`config.mk`:
```
export PLATFORM = sky130hd
export DESIGN_NAME = note_player_ctrl
export DESIGN_NICKNAME = d
export VERILOG_FILES = /design/src/rtl/note_player_pkg.sv /design/src/rtl/note_freq_rom.sv /design/src/rtl/note_player_ctrl.sv
export SDC_FILE = /design/constraint.sdc
export NUM_CORES = 1
export LEC_CHECK = 0
export BUFFER_PORTS_ARGS = -buffer_cell sky130_fd_sc_hd__clkbuf_2
export CAP_MARGIN = 40
export CORE_UTILIZATION = 40
export DETAILED_ROUTE_END_ITERATION = 8
export SLEW_MARGIN = 10
export SYNTH_ARGS = -nofsm -noshare
export SYNTH_HDL_FRONTEND = slang
export SYNTH_SLANG_ARGS = --single-unit
```
`constraint.sdc`:
```
create_clock -name clk -period 3.2 [get_ports clk]
set_clock_uncertainty 0.1 [all_clocks]
set_input_delay 0.64 -clock clk [delete_from_list [all_inputs] [get_ports clk]]
set_output_delay 0.64 -clock clk [all_outputs]
set_load 0.03 [all_outputs]
```
`src/rtl/note_player_pkg.sv`:
```
// note_player_pkg: shared widths, constants and FSM encoding
// for the note player control path (song_reader -> dds).
package note_player_pkg;

  localparam int NOTE_W        = 6;
  localparam int DUR_W         = 6;
  localparam int K_W           = 22;
  localparam int REST_NOTE     = 0;
  localparam int BEATS_PER_SEC = 48;
  localparam int SAMPLE_RATE   = 48000;

  typedef enum logic {
    IDLE = 1'b0,
    PLAY = 1'b1
  } state_e;

endpackage

```
`src/rtl/note_freq_rom.sv`:
```
// note_freq_rom: 64-entry registered phase-increment table,
// k = round(440 * 2^((n-49)/12) * 2^22 / 48000), entry 0 = rest.
module note_freq_rom
  import note_player_pkg::*;
(
  input  logic              clk,
  input  logic [NOTE_W-1:0] addr,
  output logic [K_W-1:0]    dout
);

  logic [K_W-1:0] dout_d;
  logic [K_W-1:0] dout_q;

  // Table lookup; anything not listed (note 0) is silence.
  always_comb begin
    dout_d = '0;
    case (addr)
      6'd1:  dout_d = 22'd2403;
      6'd2:  dout_d = 22'd2546;
      6'd3:  dout_d = 22'd2697;
      6'd4:  dout_d = 22'd2858;
      6'd5:  dout_d = 22'd3028;
      6'd6:  dout_d = 22'd3208;
      6'd7:  dout_d = 22'd3398;
      6'd8:  dout_d = 22'd3600;
      6'd9:  dout_d = 22'd3815;
      6'd10: dout_d = 22'd4041;
      6'd11: dout_d = 22'd4282;
      6'd12: dout_d = 22'd4536;
      6'd13: dout_d = 22'd4806;
      6'd14: dout_d = 22'd5092;
      6'd15: dout_d = 22'd5395;
      6'd16: dout_d = 22'd5715;
      6'd17: dout_d = 22'd6055;
      6'd18: dout_d = 22'd6415;
      6'd19: dout_d = 22'd6797;
      6'd20: dout_d = 22'd7201;
      6'd21: dout_d = 22'd7629;
      6'd22: dout_d = 22'd8083;
      6'd23: dout_d = 22'd8563;
      6'd24: dout_d = 22'd9072;
      6'd25: dout_d = 22'd9612;
      6'd26: dout_d = 22'd10184;
      6'd27: dout_d = 22'd10789;
      6'd28: dout_d = 22'd11431;
      6'd29: dout_d = 22'd12110;
      6'd30: dout_d = 22'd12830;
      6'd31: dout_d = 22'd13593;
      6'd32: dout_d = 22'd14402;
      6'd33: dout_d = 22'd15258;
      6'd34: dout_d = 22'd16165;
      6'd35: dout_d = 22'd17127;
      6'd36: dout_d = 22'd18145;
      6'd37: dout_d = 22'd19224;
      6'd38: dout_d = 22'd20367;
      6'd39: dout_d = 22'd21578;
      6'd40: dout_d = 22'd22861;
      6'd41: dout_d = 22'd24221;
      6'd42: dout_d = 22'd25661;
      6'd43: dout_d = 22'd27187;
      6'd44: dout_d = 22'd28803;
      6'd45: dout_d = 22'd30516;
      6'd46: dout_d = 22'd32331;
      6'd47: dout_d = 22'd34253;
      6'd48: dout_d = 22'd36290;
      6'd49: dout_d = 22'd38448;
      6'd50: dout_d = 22'd40734;
      6'd51: dout_d = 22'd43156;
      6'd52: dout_d = 22'd45722;
      6'd53: dout_d = 22'd48441;
      6'd54: dout_d = 22'd51322;
      6'd55: dout_d = 22'd54373;
      6'd56: dout_d = 22'd57607;
      6'd57: dout_d = 22'd61032;
      6'd58: dout_d = 22'd64661;
      6'd59: dout_d = 22'd68506;
      6'd60: dout_d = 22'd72580;
      6'd61: dout_d = 22'd76896;
      6'd62: dout_d = 22'd81468;
      6'd63: dout_d = 22'd86312;
      default: dout_d = '0;
    endcase
  end

  // Registered output: one cycle from address to data.
  always_ff @(posedge clk) begin
    dout_q <= dout_d;
  end

  assign dout = dout_q;

endmodule

```
`src/rtl/note_player_ctrl.sv`:
```
// note_player_ctrl: note -> phase increment, beat countdown, gated
// sample pulse. NOTE_ARTIC_GAP_EN silences k_out on the last beat.
module note_player_ctrl #(
  parameter int NOTE_W = note_player_pkg::NOTE_W,
  parameter int DUR_W  = note_player_pkg::DUR_W,
  parameter int K_W    = note_player_pkg::K_W
) (
  input  logic              clk,
  input  logic              reset_n,
  input  logic              play_enable,
  input  logic              load_new_note,
  input  logic [NOTE_W-1:0] note,
  input  logic [DUR_W-1:0]  duration,
  input  logic              beat,
  input  logic              sampling_pulse_in,
  output logic [K_W-1:0]    k_out,
  output logic              dds_sampling_pulse,
  output logic              note_active,
  output logic              note_done
);

  import note_player_pkg::*;

  state_e            state_q;
  state_e            state_d;
  logic [DUR_W-1:0]  remaining_q;
  logic [DUR_W-1:0]  remaining_d;
  logic [NOTE_W-1:0] note_q;
  logic [NOTE_W-1:0] note_d;
  logic              done_q;
  logic              done_d;
  logic              beat_en;
  logic              expire;
  logic [NOTE_W-1:0] rom_addr;
  logic [K_W-1:0]    rom_k;

  // Point the ROM at the incoming note on a load so the new
  // increment is ready the next cycle; otherwise hold the note.
  assign rom_addr = load_new_note ? note : note_q;

  note_freq_rom u_rom (
    .clk  (clk),
    .addr (rom_addr),
    .dout (rom_k)
  );

  // State, countdown and note register.
  always_ff @(posedge clk or negedge reset_n) begin
    if (!reset_n) begin
      state_q     <= IDLE;
      remaining_q <= '0;
      note_q      <= '0;
      done_q      <= 1'b0;
    end else begin
      state_q     <= state_d;
      remaining_q <= remaining_d;
      note_q      <= note_d;
      done_q      <= done_d;
    end
  end

  // Next state: count enabled beats, expire, let a load win.
  always_comb begin
    state_d     = state_q;
    remaining_d = remaining_q;
    note_d      = note_q;
    done_d      = 1'b0;
    beat_en     = beat && play_enable;
    expire      = 1'b0;
    unique case (state_q)
      IDLE: begin
      end
      PLAY: begin
        expire = (remaining_q == '0) ||
                 (beat_en && remaining_q == DUR_W'(1));
        if (expire) begin
          done_d      = 1'b1;
          state_d     = IDLE;
          remaining_d = '0;
        end else if (beat_en) begin
          remaining_d = remaining_q - DUR_W'(1);
        end
      end
      default: state_d = IDLE;
    endcase
    if (load_new_note) begin
      state_d     = PLAY;
      remaining_d = duration;
      note_d      = note;
    end
  end

  // Phase increment: silent in IDLE, ROM value while playing.
  always_comb begin
    k_out = '0;
    if (state_q == PLAY) begin
      k_out = rom_k;
    end
`ifdef NOTE_ARTIC_GAP_EN
    if (remaining_q == DUR_W'(1) &&
        note_q != NOTE_W'(REST_NOTE)) begin
      k_out = '0;
    end
`endif
  end

  assign note_active = (state_q == PLAY);
  assign note_done   = done_q;

  assign dds_sampling_pulse =
    sampling_pulse_in && play_enable && note_active;

endmodule
```
# Word level (Yosys, flattened, before mapping)

Memories as Yosys holds them, arrays and structs flattened. A register that Yosys moved wholly into a read port is not among the register bits.
Cells that the tools add are included.

$add $sub $neg: 1
Equal/unequal tests: 1
Mux-type cells: 11
Reductions and logical operators: 9

Operator list:

| cell                | number |
|---|---|
| $mux 6              | 5 |
| $mux 22             | 1 |
| $eq 6x1->1 const B  | 1 |
| $logic_not 6->1     | 1 |
| $sub 6x1->6 const B | 1 |
| $mux 1              | 5 |
| $logic_and 1x1->1   | 4 |
| $reduce_bool 3->1   | 1 |
| $reduce_and 2->1    | 1 |
| $reduce_bool 2->1   | 1 |
| $logic_or 1x1->1    | 1 |

Bits in registers: 36
ROM bits: 1088
Input bits: 18
Output and inout bits: 25
Word-level logic and storage cells: 28
Memories: 1

Memories:

| memory           | depth | bits a word | rd ports | clocked after memory_dff | write ports | RTL line            | text |
|---|---|---|---|---|---|---|---|
| (name not given) | 64    | 17          | 1        | 1                        | 0           | note_freq_rom.sv:17 | `case (addr)` |

# Depth between registers and ports, before layout

Depth in word-level cells: 6
Mapped depth: 10
Mapped depth without buffers: 8

# Hierarchy

From an unflattened synthesis, not the netlist that was laid out.

Cell total of the unflattened synthesis: 339
Area total of the unflattened synthesis: 2747.6 um^2

Modules (own cells, without submodules):

| module           | instances | cells an instance | area an instance (um^2) | sequential area each (um^2) |
|---|---|---|---|---|
| note_freq_rom    | 1         | 247               | 1874.3                  | 340.3 |
| note_player_ctrl | 1         | 92                | 873.3                   | 350.3 |

# Worst setup path after synthesis

OpenSTA, ideal clock, no wires.

Path kind: input-to-reg
Start: input load_new_note
End: register u_rom.dout_q[9], in the netlist u_rom.dout[9]
Library setup time: 0.092 ns
Arrival: 2.749 ns
Required time: 3.008 ns
Path slack: 0.259 ns
Stages: 9
Path buffers: 2
Cells stage by stage: buf_6 mux2i_2 inv_2 ha_1 clkbuf_1 inv_1 mux2i_1 a221o_1 o32ai_1

Cells in the longest elaborated chain, start to end: 1

RTL lines:

| item        | RTL line               | text |
|---|---|---|
| from (decl) | note_player_ctrl.sv:11 | `input logic load_new_note,` |
| $mux 6      | --                     |  |
| to (decl)   | note_freq_rom.sv:12    | `logic [K_W-1:0] dout_q;` |

Every way passes these cells.
A chain may end at the register's enable or synchronous reset.

# Worst setup path in the final report

Same ends and word-level chain as after synthesis.

==> flow_summary.ini <==
[outcome]
outcome = finished, final reports clean

[cts]
cts_resized = 0
clock_path_buffers = 2
cts_buffers = 5
clk_latency_ps = 290
root_buffer = clkbuf_8
cts.clk_slew.worst_paths_ps = 70
cts_setup_buffers = 0
cts.sinks = 31
cts_max_level = 2
cts_tree = built
postCtsHoldBufs = 0

[critical_path]
cp_top_family = buffers and inverters
start_kind = primary input
reg2reg_slack_ps = 720
worstSetupPathType = in2reg
cp_cell_sequence = clkbuf_2, buf_4, mux2i_2, buf_4, mux2i_1, a21oi_1, o32ai_1
cp.arrival_ps = 2700
slowest_delay_ps = 440
crit_buf_inv = 3
critPathRequiredTime_ps = 3280
cp_slowest_cell = mux2i_1
cp_common_cell = buf_4
path_max_fanout = 28
critPathCaptureType = flop

[power_and_ir_drop]
power.share.clock_pct = 18.1
p_seq_share_pct = 30.2
internal_power_uw = 937.3
powerDensity_nw_per_um2 = 508.8
netSwitchingPower_uw = 771.5
combinationalPowerShare_pct = 51.7
swShare_pct = 45.15
p_leak_nw = 1.402
max-vdd-ir-drop_mv = 0.1591
power_mw = 1.709

[sta]
slew_headroom_pct = 56.65
fin_crit_ps = 2619
hold_ws_ps = 155.0
setup_violations = 0
drv_slew = 0
rsz0062_at_grt = no
fmax_mhz = 381.8
min_period_over_period_pct = 81.84
setup_slack_ps = 581.0
fin_tns_setup_ps = 0
hold_viol = 0
worst_pin_slew_ps = 645.9

[route]
vias = 3160
wl_um = 9758
postRouteAntennaNets = 0
wl_per_cell_um = 19.25
drtPass1Iterations = 5
vias_per_cell = 6.233
drt_iter0_drc = 477
drc = 0

[place]
dpl_worst_slack_ps = 324.4
port_buffers = 37
dp_cells = 499
place_area_um2 = 3273
gp_congestion = 0.9852
dp_hpwl_um = 6948

[floorplan]
initial_core_util_pct = 41.31
fp-row-count = 31
core_um2 = 7253
fp.dieH_um = 88.56
num_io_pins = 43
die_area_um2 = 7842
die_w_um = 88.56

[global_route]
antenna_found_initial = 0
grt_pass1_vias = 2734
grt_max_degree = 29
grtUsageTotal_pct = 25.93
overflow = 0
grt_first_pass_wirelength_um = 15120

[cells_and_area]
fin_cells = 507
fillers = 704
layout.nets = 439
syn_to_final_growth_pct = 12.07
diodes = 0
finalInstanceArea_um2 = 3358
final_cell_mix = clkbuf_2, o21ai_0, a21oi_1
drive_gt1_share_pct = 21.57
final_common_cell = clkbuf_2
fin_util_pct = 46.30

[yosys]
synth_edf_count = 0
synth_top_area_share_pct = 11.69
postSynth.asyncResetShare_pct = 45.16
yosys.area.top_type = dfrtp_1
mappedNetlistArea_um2 = 2997
ys_ff_latch = 31
yosysSeqAreaShare_pct = 23.05
synthTopCellsByArea = dfrtp_1, dfxtp_1, ha_1
synth.avg_cell_area_um2 = 7.949
synth_warnings = 0
synth_cell_type_count = 59
syn_inst = 377
yosys_most_used_dff = dfxtp_1

[hold_path]
hold_path.class = in2async

[run]
drv_cap = 0
registers in the layout, summed over array words and instances (netlist names):
name	flops
note_q	6
u_rom.dout	17
note_done	1
remaining_q	6
note_active	1
worst register-to-register path, stage by stage (launching register included):
cell and delay (ps):
dfrtp_1 440, mux2i_2 210, buf_4 260, inv_2 90, ha_1 240, inv_1 200, mux2i_1 110, a221o_1 390
o32ai_1 320
synthesized netlist by cell type, types with 3 or more instances:
cell	count
inv_1	9
o211ai_1	7
a32oi_1	4
o21ai_0	34
nand2_1	26
a31oi_1	6
a221oi_1	16
nor3_1	8
dfxtp_1	17
a32o_1	3
buf_6	3
a211oi_1	14
inv_2	4
and2_1	19
buf_4	9
mux2i_1	16
a221o_1	4
a21oi_1	30
a22oi_1	5
dfrtp_1	14
clkbuf_1	11
nand3_1	5
nand2b_1	4
nor2_1	23
nor2b_1	5
buf_2	20
a2bb2oi_1	3
a22o_1	5
ha_1	14
power groups by stage:
stage	registers, mW	clock network [mW]	logic, mW
2_1_floorplan	0.501	0	0.642
3_3_place_gp	0.520	0	0.869
3_5_place_dp	0.522	0	0.860
4_1_cts	0.514	0.319	0.864
5_1_grt	0.527	0.337	0.956
6_report	0.515	0.310	0.884
cell type report:
cell class	instances	area, um2	share of cell area, %
Multi-Input combinational cell	292	2023	60.25
Sequential cell	31	690.7	20.57
Timing Repair Buffer	63	380.4	11.33
Tap cell	99	123.9	3.689
Clock buffer	6	72.57	2.161
Inverter	14	55.05	1.639
Clock inverter	2	12.51	0.3726
layer usage:
layer / track usage (%) / vias to the layer above / routed length, um
met2: 38.11 / 212 / 4118
met1: 36.53 / 1454 / 4269
li1: - / 1461 / -
met3: 4.291 / 33 / 988
met5: 0 / - / 0
met4: 12.90 / 0 / 381
cells by family (layout without fill, tap and decap cells):
| group | count (synthesis) | in the layout | share of synthesized area, % |
|---|---|---|---|
| buffers and inverters | 58 | 85 | 10.06 |
| AO/OA/AOI/OAI | 153 | 153 | 35.32 |
| flip-flops | 31 | 31 | 23.05 |
| AND/OR/NAND/NOR | 96 | 96 | 15.57 |
| other | 1 | 5 | 0.1251 |
| multiplexers | 24 | 24 | 10.02 |
| adder cells (fa/ha/maj) | 14 | 14 | 5.846 |
final timing paths:
path	from	to	cells past startpoint
worst max-delay path	load_new_note	u_rom.dout[9]$_DFF_P_	7
worst max register to register	note_q[0]$_DFF_PN0_	u_rom.dout[9]$_DFF_P_	8
worst min-delay path	reset_n	note_done$_DFF_PN0_	1
max in group asynchronous	reset_n	note_q[2]$_DFF_PN0_	1
min in group clk	remaining_q[5]$_DFFE_PN0P_	remaining_q[5]$_DFFE_PN0P_	2
worst min register to register	remaining_q[5]$_DFFE_PN0P_	remaining_q[5]$_DFFE_PN0P_	2
No activity file was read; power rests on OpenSTA's default activity.
